[src/rtl/tile_paint_arbiter_if.sv]
// Tile-paint bus: two requesters' paint requests and the shared VGA pixel-write port.
// master = requester side, slave = the arbiter that owns the pixel port.
interface tile_paint_arbiter_if;
  logic [1:0] req;
  logic [1:0] tile0;
  logic [1:0] tile1;
  logic       flash0;
  logic       flash1;
  logic [1:0] gnt;
  logic [1:0] done;
  logic       busy;
  logic [7:0] x;
  logic [6:0] y;
  logic [2:0] colour;
  logic       plot;

  modport master (
    output req, tile0, tile1, flash0, flash1,
    input  gnt, done, busy, x, y, colour, plot
  );

  modport slave (
    input  req, tile0, tile1, flash0, flash1,
    output gnt, done, busy, x, y, colour, plot
  );
endinterface

[src/rtl/tile_paint_arbiter.sv]
// Shares the VGA pixel-write port between two 8x8 tile-paint requesters.
// Optional macro TILE_PAINT_RR_EN: round-robin arbitration (default: requester 0 has fixed priority).
//
// state        | meaning
// IDLE         | waiting for a request, winner chosen here
// LOAD         | gnt to winner, latch tile, clear counters
// DRAW_FLASH   | 64 pixel writes in FLASH_COLOUR
// HOLD         | plot low for HOLD_CYCLES clocks
// DRAW_NORMAL  | 64 pixel writes in the tile's palette colour
// DONE         | done pulse to the granted requester
module tile_paint_arbiter #(
  parameter logic [7:0]  X0           = 8'd40,
  parameter logic [6:0]  Y0           = 7'd20,
  parameter logic [7:0]  PITCH        = 8'd40,
  parameter logic [25:0] HOLD_CYCLES  = 26'd25_000_000,
  parameter logic [2:0]  FLASH_COLOUR = 3'b111
) (
  input logic clock,
  input logic reset,
  tile_paint_arbiter_if.slave bus
);

  typedef enum logic [2:0] {
    S_IDLE, S_LOAD, S_DRAW_FLASH, S_HOLD, S_DRAW_NORMAL, S_DONE
  } state_t;

  localparam logic [6:0]  PITCH_Y   = PITCH[6:0];
  localparam logic [25:0] HOLD_LAST = HOLD_CYCLES - 26'd1;

  state_t      state;
  logic        id;
  logic [1:0]  tile;
  logic [5:0]  pix;
  logic [25:0] hold_cnt;
  logic        win_id;
  logic        sel_flash;
  logic        drawing;
  logic [7:0]  ox;
  logic [6:0]  oy;
  logic [2:0]  palette;

`ifdef TILE_PAINT_RR_EN
  logic last;

  always_comb begin
    win_id = 1'b0;
    if (bus.req == 2'b11) win_id = ~last;
    else                  win_id = bus.req[1];
  end

  always_ff @(posedge clock or posedge reset) begin
    if (reset)                 last <= 1'b1;
    else if (state == S_LOAD)  last <= id;
  end
`else
  always_comb begin
    win_id = 1'b0;
    if (!bus.req[0]) win_id = bus.req[1];
  end
`endif

  assign sel_flash = id ? bus.flash1 : bus.flash0;

  always_ff @(posedge clock or posedge reset) begin
    if (reset) begin
      state    <= S_IDLE;
      id       <= 1'b0;
      tile     <= 2'd0;
      pix      <= 6'd0;
      hold_cnt <= 26'd0;
    end else begin
      case (state)
        S_IDLE: begin
          if (|bus.req) begin
            id    <= win_id;
            state <= S_LOAD;
          end
        end
        S_LOAD: begin
          tile     <= id ? bus.tile1 : bus.tile0;
          pix      <= 6'd0;
          hold_cnt <= 26'd0;
          state    <= sel_flash ? S_DRAW_FLASH : S_DRAW_NORMAL;
        end
        S_DRAW_FLASH: begin
          pix <= pix + 6'd1;
          if (pix == 6'd63) state <= S_HOLD;
        end
        S_HOLD: begin
          if (hold_cnt == HOLD_LAST) begin
            hold_cnt <= 26'd0;
            state    <= S_DRAW_NORMAL;
          end else begin
            hold_cnt <= hold_cnt + 26'd1;
          end
        end
        S_DRAW_NORMAL: begin
          pix <= pix + 6'd1;
          if (pix == 6'd63) state <= S_DONE;
        end
        S_DONE:  state <= S_IDLE;
        default: state <= S_IDLE;
      endcase
    end
  end

  always_comb begin
    palette = 3'b100;
    case (tile)
      2'd0: palette = 3'b100;
      2'd1: palette = 3'b010;
      2'd2: palette = 3'b001;
      2'd3: palette = 3'b110;
      default: palette = 3'b100;
    endcase
  end

  // Moore outputs: reset drives state to IDLE asynchronously, so plot drops at once.
  assign drawing = (state == S_DRAW_FLASH) || (state == S_DRAW_NORMAL);
  assign ox      = X0 + (tile[0] ? PITCH : 8'd0);
  assign oy      = Y0 + (tile[1] ? PITCH_Y : 7'd0);

  assign bus.plot   = drawing;
  assign bus.x      = drawing ? ox + {5'd0, pix[2:0]} : 8'd0;
  assign bus.y      = drawing ? oy + {4'd0, pix[5:3]} : 7'd0;
  assign bus.colour = (state == S_DRAW_FLASH)  ? FLASH_COLOUR :
                      (state == S_DRAW_NORMAL) ? palette : 3'd0;
  assign bus.busy   = (state != S_IDLE);
  assign bus.gnt    = (state == S_LOAD) ? (id ? 2'b10 : 2'b01) : 2'b00;
  assign bus.done   = (state == S_DONE) ? (id ? 2'b10 : 2'b01) : 2'b00;

endmodule

[src/flat_wrapper.sv]
// flat-port wrapper written by rule: the top's interface ports become plain ports
module tile_paint_arbiter_flat 
#(
  parameter logic [7:0]  X0           = 8'd40,
  parameter logic [6:0]  Y0           = 7'd20,
  parameter logic [7:0]  PITCH        = 8'd40,
  parameter logic [25:0] HOLD_CYCLES  = 26'd25_000_000,
  parameter logic [2:0]  FLASH_COLOUR = 3'b111
)
  (clock, reset, bus_req, bus_tile0, bus_tile1, bus_flash0, bus_flash1, bus_gnt, bus_done, bus_busy, bus_x, bus_y, bus_colour, bus_plot);
  tile_paint_arbiter_if bus_i ();
  input logic clock;
  input logic reset;
  input wire logic [$bits(bus_i.req)-1:0] bus_req;
  input wire logic [$bits(bus_i.tile0)-1:0] bus_tile0;
  input wire logic [$bits(bus_i.tile1)-1:0] bus_tile1;
  input wire logic [$bits(bus_i.flash0)-1:0] bus_flash0;
  input wire logic [$bits(bus_i.flash1)-1:0] bus_flash1;
  output wire logic [$bits(bus_i.gnt)-1:0] bus_gnt;
  output wire logic [$bits(bus_i.done)-1:0] bus_done;
  output wire logic [$bits(bus_i.busy)-1:0] bus_busy;
  output wire logic [$bits(bus_i.x)-1:0] bus_x;
  output wire logic [$bits(bus_i.y)-1:0] bus_y;
  output wire logic [$bits(bus_i.colour)-1:0] bus_colour;
  output wire logic [$bits(bus_i.plot)-1:0] bus_plot;
  assign bus_i.req = bus_req;
  assign bus_i.tile0 = bus_tile0;
  assign bus_i.tile1 = bus_tile1;
  assign bus_i.flash0 = bus_flash0;
  assign bus_i.flash1 = bus_flash1;
  assign bus_gnt = bus_i.gnt;
  assign bus_done = bus_i.done;
  assign bus_busy = bus_i.busy;
  assign bus_x = bus_i.x;
  assign bus_y = bus_i.y;
  assign bus_colour = bus_i.colour;
  assign bus_plot = bus_i.plot;
  tile_paint_arbiter #(.X0(X0), .Y0(Y0), .PITCH(PITCH), .HOLD_CYCLES(HOLD_CYCLES), .FLASH_COLOUR(FLASH_COLOUR)) u_core (.clock(clock), .reset(reset), .bus(bus_i));
endmodule
[config.mk]
export PLATFORM = sky130hd
export DESIGN_NAME = tile_paint_arbiter_flat
export DESIGN_NICKNAME = d
export VERILOG_FILES = /design/src/rtl/tile_paint_arbiter_if.sv /design/src/rtl/tile_paint_arbiter.sv /design/src/flat_wrapper.sv
export SDC_FILE = /design/constraint.sdc
export NUM_CORES = 1
export LEC_CHECK = 0
export CAP_MARGIN = 10
export CORE_ASPECT_RATIO = 0.8
export CORE_MARGIN = 1
export CORE_UTILIZATION = 60
export CTS_BUF_LIST = sky130_fd_sc_hd__clkbuf_4 sky130_fd_sc_hd__clkbuf_8
export DETAILED_ROUTE_END_ITERATION = 8
export GPL_ROUTABILITY_DRIVEN = 0
export PLACE_DENSITY_LB_ADDON = 0.05
export SKIP_CTS_REPAIR_TIMING = 1
export SYNTH_ARGS = -nofsm -noshare
export SYNTH_HDL_FRONTEND = slang
export SYNTH_SLANG_ARGS = --single-unit
[constraint.sdc]
create_clock -name clock -period 2.98 [get_ports clock]
set_input_delay 0.298 -clock clock [delete_from_list [all_inputs] [get_ports clock]]
set_output_delay 0.298 -clock clock [all_outputs]
set_load 0.005 [all_outputs]
Yosys cells after proc, flatten, opt, wreduce, memory -nomap -nowiden. Cells that the tools add are included.

Register bits after elaboration: 38. Input port bits: 10. Word-level logic and storage cells: 57. Output and inout bits: 24.

Add/sub/neg operators: 6. Mux-type cells: 22. Equal/unequal tests: 14. Reductions and logical operators: 10.

Operator list (number): 26-bit one-hot mux with 2 select lines (1); 26-bit by 1-bit adder with 26-bit output, second input constant (1); 26-bit by 25-bit == test with 1-bit output, second input constant (1); 26-bit 2-to-1 mux (1); 3-bit 2-to-1 mux (7); 3-bit one-hot mux with 5 select lines (1); 6-bit 2-to-1 mux (2); 3-bit one-hot mux with 4 select lines (1); 6-bit one-hot mux with 2 select lines (1); 6-bit by 8-bit adder with 8-bit output, first input constant (1); 8-bit by 3-bit adder with 8-bit output (1); 2-bit 2-to-1 mux (4); 8-bit 2-to-1 mux (1); 2-bit by 1-bit inequality test with 1-bit output, second input constant (4); 5-bit by 7-bit adder with 7-bit output, first input constant (1); 7-bit by 3-bit adder with 7-bit output (1); 7-bit 2-to-1 mux (1); 6-bit by 1-bit adder with 6-bit output, second input constant (1); 3-bit by 2-bit == test with 1-bit output, second input constant (2); 3-bit == test, second input constant (2); 6-bit == test, second input constant (1); 2-bit == test, second input constant (2); 4-bit AND reduction (1); 2-bit nonzero test (2); 9 further kinds (11).

Depth between registers and ports, before layout.
Depth after elaboration: 4. Gate-level depth with buffers: 8.

Least setup slack after synthesis. No wires, ideal clock.

Kind: flip-flop to output port. From: reg u_core.state[2]. To: out bus_x[0]. Required time: 2.682 ns. Cell stages (with the launch flop): 8. Path buffers: 3. Slack: 1.201 ns. Data arrival time: 1.481 ns. Cells stage by stage: dfrtp_1 clkbuf_2 xnor2_1 or2_2 buf_2 inv_1 buf_2 and2_1.

Word-level cells in the longest chain between the ends: 3. Elaborated cells on any way between the ends: 4. Classes of those cells: eq/ne: 2; mux: 1; reduce/logical: 1.

Ends and longest elaborated chain: start, declared (line tile_paint_arbiter.sv:30) `state_t state;`; start signal, assigned (line tile_paint_arbiter.sv:83) `state <= sel_flash ? S_DRAW_FLASH : S_DRAW_NORMAL;`; 3-bit by 2-bit == test with 1-bit output or 3-bit == test (tied branches) (line tile_paint_arbiter.sv:119) `assign drawing = (state == S_DRAW_FLASH) || (state == S_DRAW_NORMAL);`; 1-bit logical OR * (line tile_paint_arbiter.sv:119); named net bus_plot (line flat_wrapper.sv:25) `output wire logic [$bits(bus_i.plot)-1:0] bus_plot;`; 8-bit 2-to-1 mux * (line tile_paint_arbiter.sv:124) `assign bus.x = drawing ? ox + {5'd0, pix[2:0]} : 8'd0;`; end, declared (line flat_wrapper.sv:22) `output wire logic [$bits(bus_i.x)-1:0] bus_x;`.

The timed path passes the listed nets; every way through them passes the cells marked *.

Final worst setup path.
From: reg u_core.state[1]. To: out bus_y[1].

Word-level cells in the longest chain between the ends: 3. Elaborated cells on any way between the ends: 4. Classes of those cells: eq/ne: 2; mux: 1; reduce/logical: 1.

Ends and longest elaborated chain: 3-bit by 2-bit == test with 1-bit output or 3-bit == test (tied branches) (line tile_paint_arbiter.sv:119); 1-bit logical OR * (line tile_paint_arbiter.sv:119); 7-bit 2-to-1 mux * (line tile_paint_arbiter.sv:125) `assign bus.y = drawing ? oy + {4'd0, pix[5:3]} : 7'd0;`; end, declared (line flat_wrapper.sv:23) `output wire logic [$bits(bus_i.y)-1:0] bus_y;`.

Mark *: on every way between the ends. The rest lies on a longest branch, timed or not.

==> summary.md <==
| Metric | Value |
|---|---|
| Hold slack | 0.451 ns |
| Worst Hold Class | primary input to async pin |
| EDFF count, synth | 0 |
| Global-route wire length before repair | a little under 9000 um |
| CP Capture Type | output port |
| Slowest cell on crit path | dfrtp_1 |
| Post-route antenna net violation count | 0 |
| # placed instances | 356 |
| Reg2Reg Depth | 7 |
| Total congestion overflow | 0 |
| CTS clk-pin slew, worst paths | around 0.07 ns |
| Sequential-to-total area share from yosys stat | roughly two fifths |
| WL per Instance | about 14 um |
| Post-DP HPWL | 3690 um |
| Critical Path AT | 2.38 ns |
| Req. time, crit path | 2.68 ns |
| Layout net count | 326 |
| Rel. slew slack | around three fifths |
| Reg2reg start | u_core.hold_cnt[0]$_DFFE_PP0P_ |
| Clock Skews | about 0.0064 ns |
| Residual DRC | 0 |
| Share of layout cells above drive strength 1 | under 10% |
| Final Hold Fails | 0 |
| Die Wd | roughly 73 um |
| I/O pin total | 34 |
| LEAKAGE | about 1.2 nW |
| CTS tree | built |
| Vias in the first global route | between 1500 and 2000 |
| Root Buffer | clkbuf_8 |
| Die area | between 4000 and 5000 um^2 |
| Post-Syn Nets | 300 |
| # setup viols final | 0 |
| Fin crit share | 89.7% |
| Fin crit period | around 2.7 ns |
| Cell Rows | 20 |
| Slowest stage delay, CP | roughly 0.59 ns |
| Synth Flop Type | dfrtp_1 |
| Startpoint types | flip-flop |
| Core Area | around 3900 um^2 |
| Ys Warns | 0 |
| R2R setup slack | approximately 0.82 ns |
| Port bufs | 32 |
| Crit path max fanout | 16 |
| Mapped Area | ~2500 um^2 |
| Vias/cell | between 5 and 6 |
| Pin count of the biggest net entering global routing | 39 |
| Placed Area | 2770 um^2 |
| DR iter-0 viols | 157 |
| Fraction of registers with async set/reset | 100% |
| Syn_area_per_cell | slightly below 9 um^2 |
| Worst Slack Setup Final | 0.306 ns |
| RSZ-0062 raised after global routing | no |
| Via count | approximately 2100 |
| H-tree depth | 2 |
| TritonCTS Buffers | 5 |
| Actual slew at the worst max-slew pin | just under 0.6 ns |
| Tot GR Track Use | around a quarter |
| Initial antenna violation count | 0 |
| Achievable clock frequency | between 300 and 400 MHz |
| Synth cell types | 47 |
| Initial Util | about 64% |
| CP Cell Sequence | xnor2_1 -> or2_2 -> inv_1 -> and2_1 -> clkdlybuf4s50_1 |
| Max-Cap Viols | 0 |
| Drt total wl | 5170 um |
| Fin Setup TNS | 0 ns |
| Mapped Cells | 282 |
| Worst vdd ir | roughly 0.00043 V |
| Setup CP Type | flip-flop to output port |
| R2r endpoint | u_core.hold_cnt[19]$_DFFE_PP0P_ |
| Dpl ws | ~0.6 ns |
| Finished Cell Area | 2860 um^2 |
| Fin cells | 362 |
| Antenna Diode Count | 0 |
| Pwr Density | 692 nW/um^2 |
| Synthesis-to-layout area growth | 16.5% |
| Die Ht | around 60 um |
| Status | complete, no violations |
| Clock Sinks | 38 |
| Largest buffer count on any clock path | 2 |
| Flops & latches, synth | 38 |
| Clk_lat worst skew | approximately 0.28 ns |
| 1st-pass router iterations | 4 |
| Max Slew Vio Count | 0 |
-- cells in the mapped netlist (all sizes together), types with 4 or more instances --
| cell | instances | area share, % |
|---|---|---|
| nand4 | 11 | 3.4 |
| and4 | 4 | 1.5 |
| inv | 14 | 2.1 |
| buf | 9 | 2.4 |
| and3 | 6 | 1.6 |
| a41oi | 4 | 1.4 |
| o21ai | 20 | 4.1 |
| a21oi | 23 | 4.8 |
| nor4 | 4 | 2.9 |
| dfrtp | 38 | 39 |
| nand3 | 21 | 5.0 |
| clkbuf | 9 | 1.8 |
| nor2 | 20 | 3.1 |
| and2 | 12 | 3.1 |
| mux2i | 10 | 4.1 |
| nand2 | 28 | 4.3 |
| a31oi | 14 | 3.6 |
| ha | 8 | 4.1 |
-- cell type report --
cell class | instances | area, um^2
clock buffer | 6 | 82.6
fill | 323 | 997
inverter | 14 | 52.6
multi-input combinational | 212 | 1340
sequential | 38 | 951
tap | 55 | 68.8
timing repair buffer | 37 | 358
-- critical path: cells and delay by family, from the launching register on --
family / cells / cell delay [ns]
AND/OR/NAND/NOR: 2 / 0.56
buffers and inverters: 2 / 0.80
XOR/XNOR: 1 / 0.14
flip-flops: 1 / 0.59
-- flip-flops by register name, indices dropped and copies added (netlist names) --
signal and cells:
u_core.pix 6, u_core.tile 2, u_core.hold_cnt 26, u_core.id 1, u_core.state 3
-- layout by cell type, fill, tap and decap left out, drive strengths merged, types with 2 or more instances in the layout --
cell type      Yosys  routed
nor3               3       3
nor2              20      20
nor2b              3       3
and3               6       6
clkbuf             9       6
nand3b             3       3
and4               4       4
xnor2              2       2
and2              12      12
inv               14      14
mux2i             10      10
nand2             28      28
nor4               4       4
a21oi             23      23
dfrtp             38      38
buf                9       5
clkdlybuf4s50      0      32
o21ai             20      20
a31oi             14      14
o31ai              2       2
ha                 8       8
nand2b             3       3
nand3             21      21
a41oi              4       4
nand4             11      11
-- metal layers --
metal	vias up	track usage [%]	wire length, um
li1	1075	-	-
met1	995	40.6	2650
met2	48	36.6	2290
met3	2	4.76	209
met4	0	6.04	18
met5	-	0	0
-- per-stage QoR --
| stage | power (mW) | utilization [%] |
|---|---|---|
| floorplan | 1.29 | - |
| global placement | 1.63 | 72.0 |
| detailed placement | 1.65 | 72.0 |
| CTS | 2.00 | 74.1 |
| global route | 2.15 | 74.1 |
| finish | 1.98 | 74.1 |
-- how the worst max path moves through the flow --
stage	startpoint	to	cells after the start
after global placement	u_core.state[1]$_DFFE_PP0P_	bus_y[6]	5
after CTS	u_core.state[1]$_DFFE_PP0P_	bus_y[6]	5
after floorplan	u_core.state[2]$_DFFE_PP0P_	bus_x[0]	7
after global routing	u_core.state[1]$_DFFE_PP0P_	bus_x[0]	5
final	u_core.state[1]$_DFFE_PP0P_	bus_y[1]	5
after detailed placement	u_core.state[1]$_DFFE_PP0P_	bus_y[1]	5
-- where the power goes --
group	internal [mW]	switching [mW]
logic	0.436	0.463
clock network	0.178	0.163
registers	0.592	0.145
-- kinds of logic after synthesis --
family	Yosys count	synth area share, %
XOR/XNOR	2	0.714
AO/OA/AOI/OAI	69	16.6
flip-flops	38	38.8
other	1	0.153
buffers and inverters	32	6.43
adder cells (fa/ha/maj)	8	4.08
multiplexers	10	4.08
AND/OR/NAND/NOR	122	29.1
No activity file was read; power rests on OpenSTA's default activity.
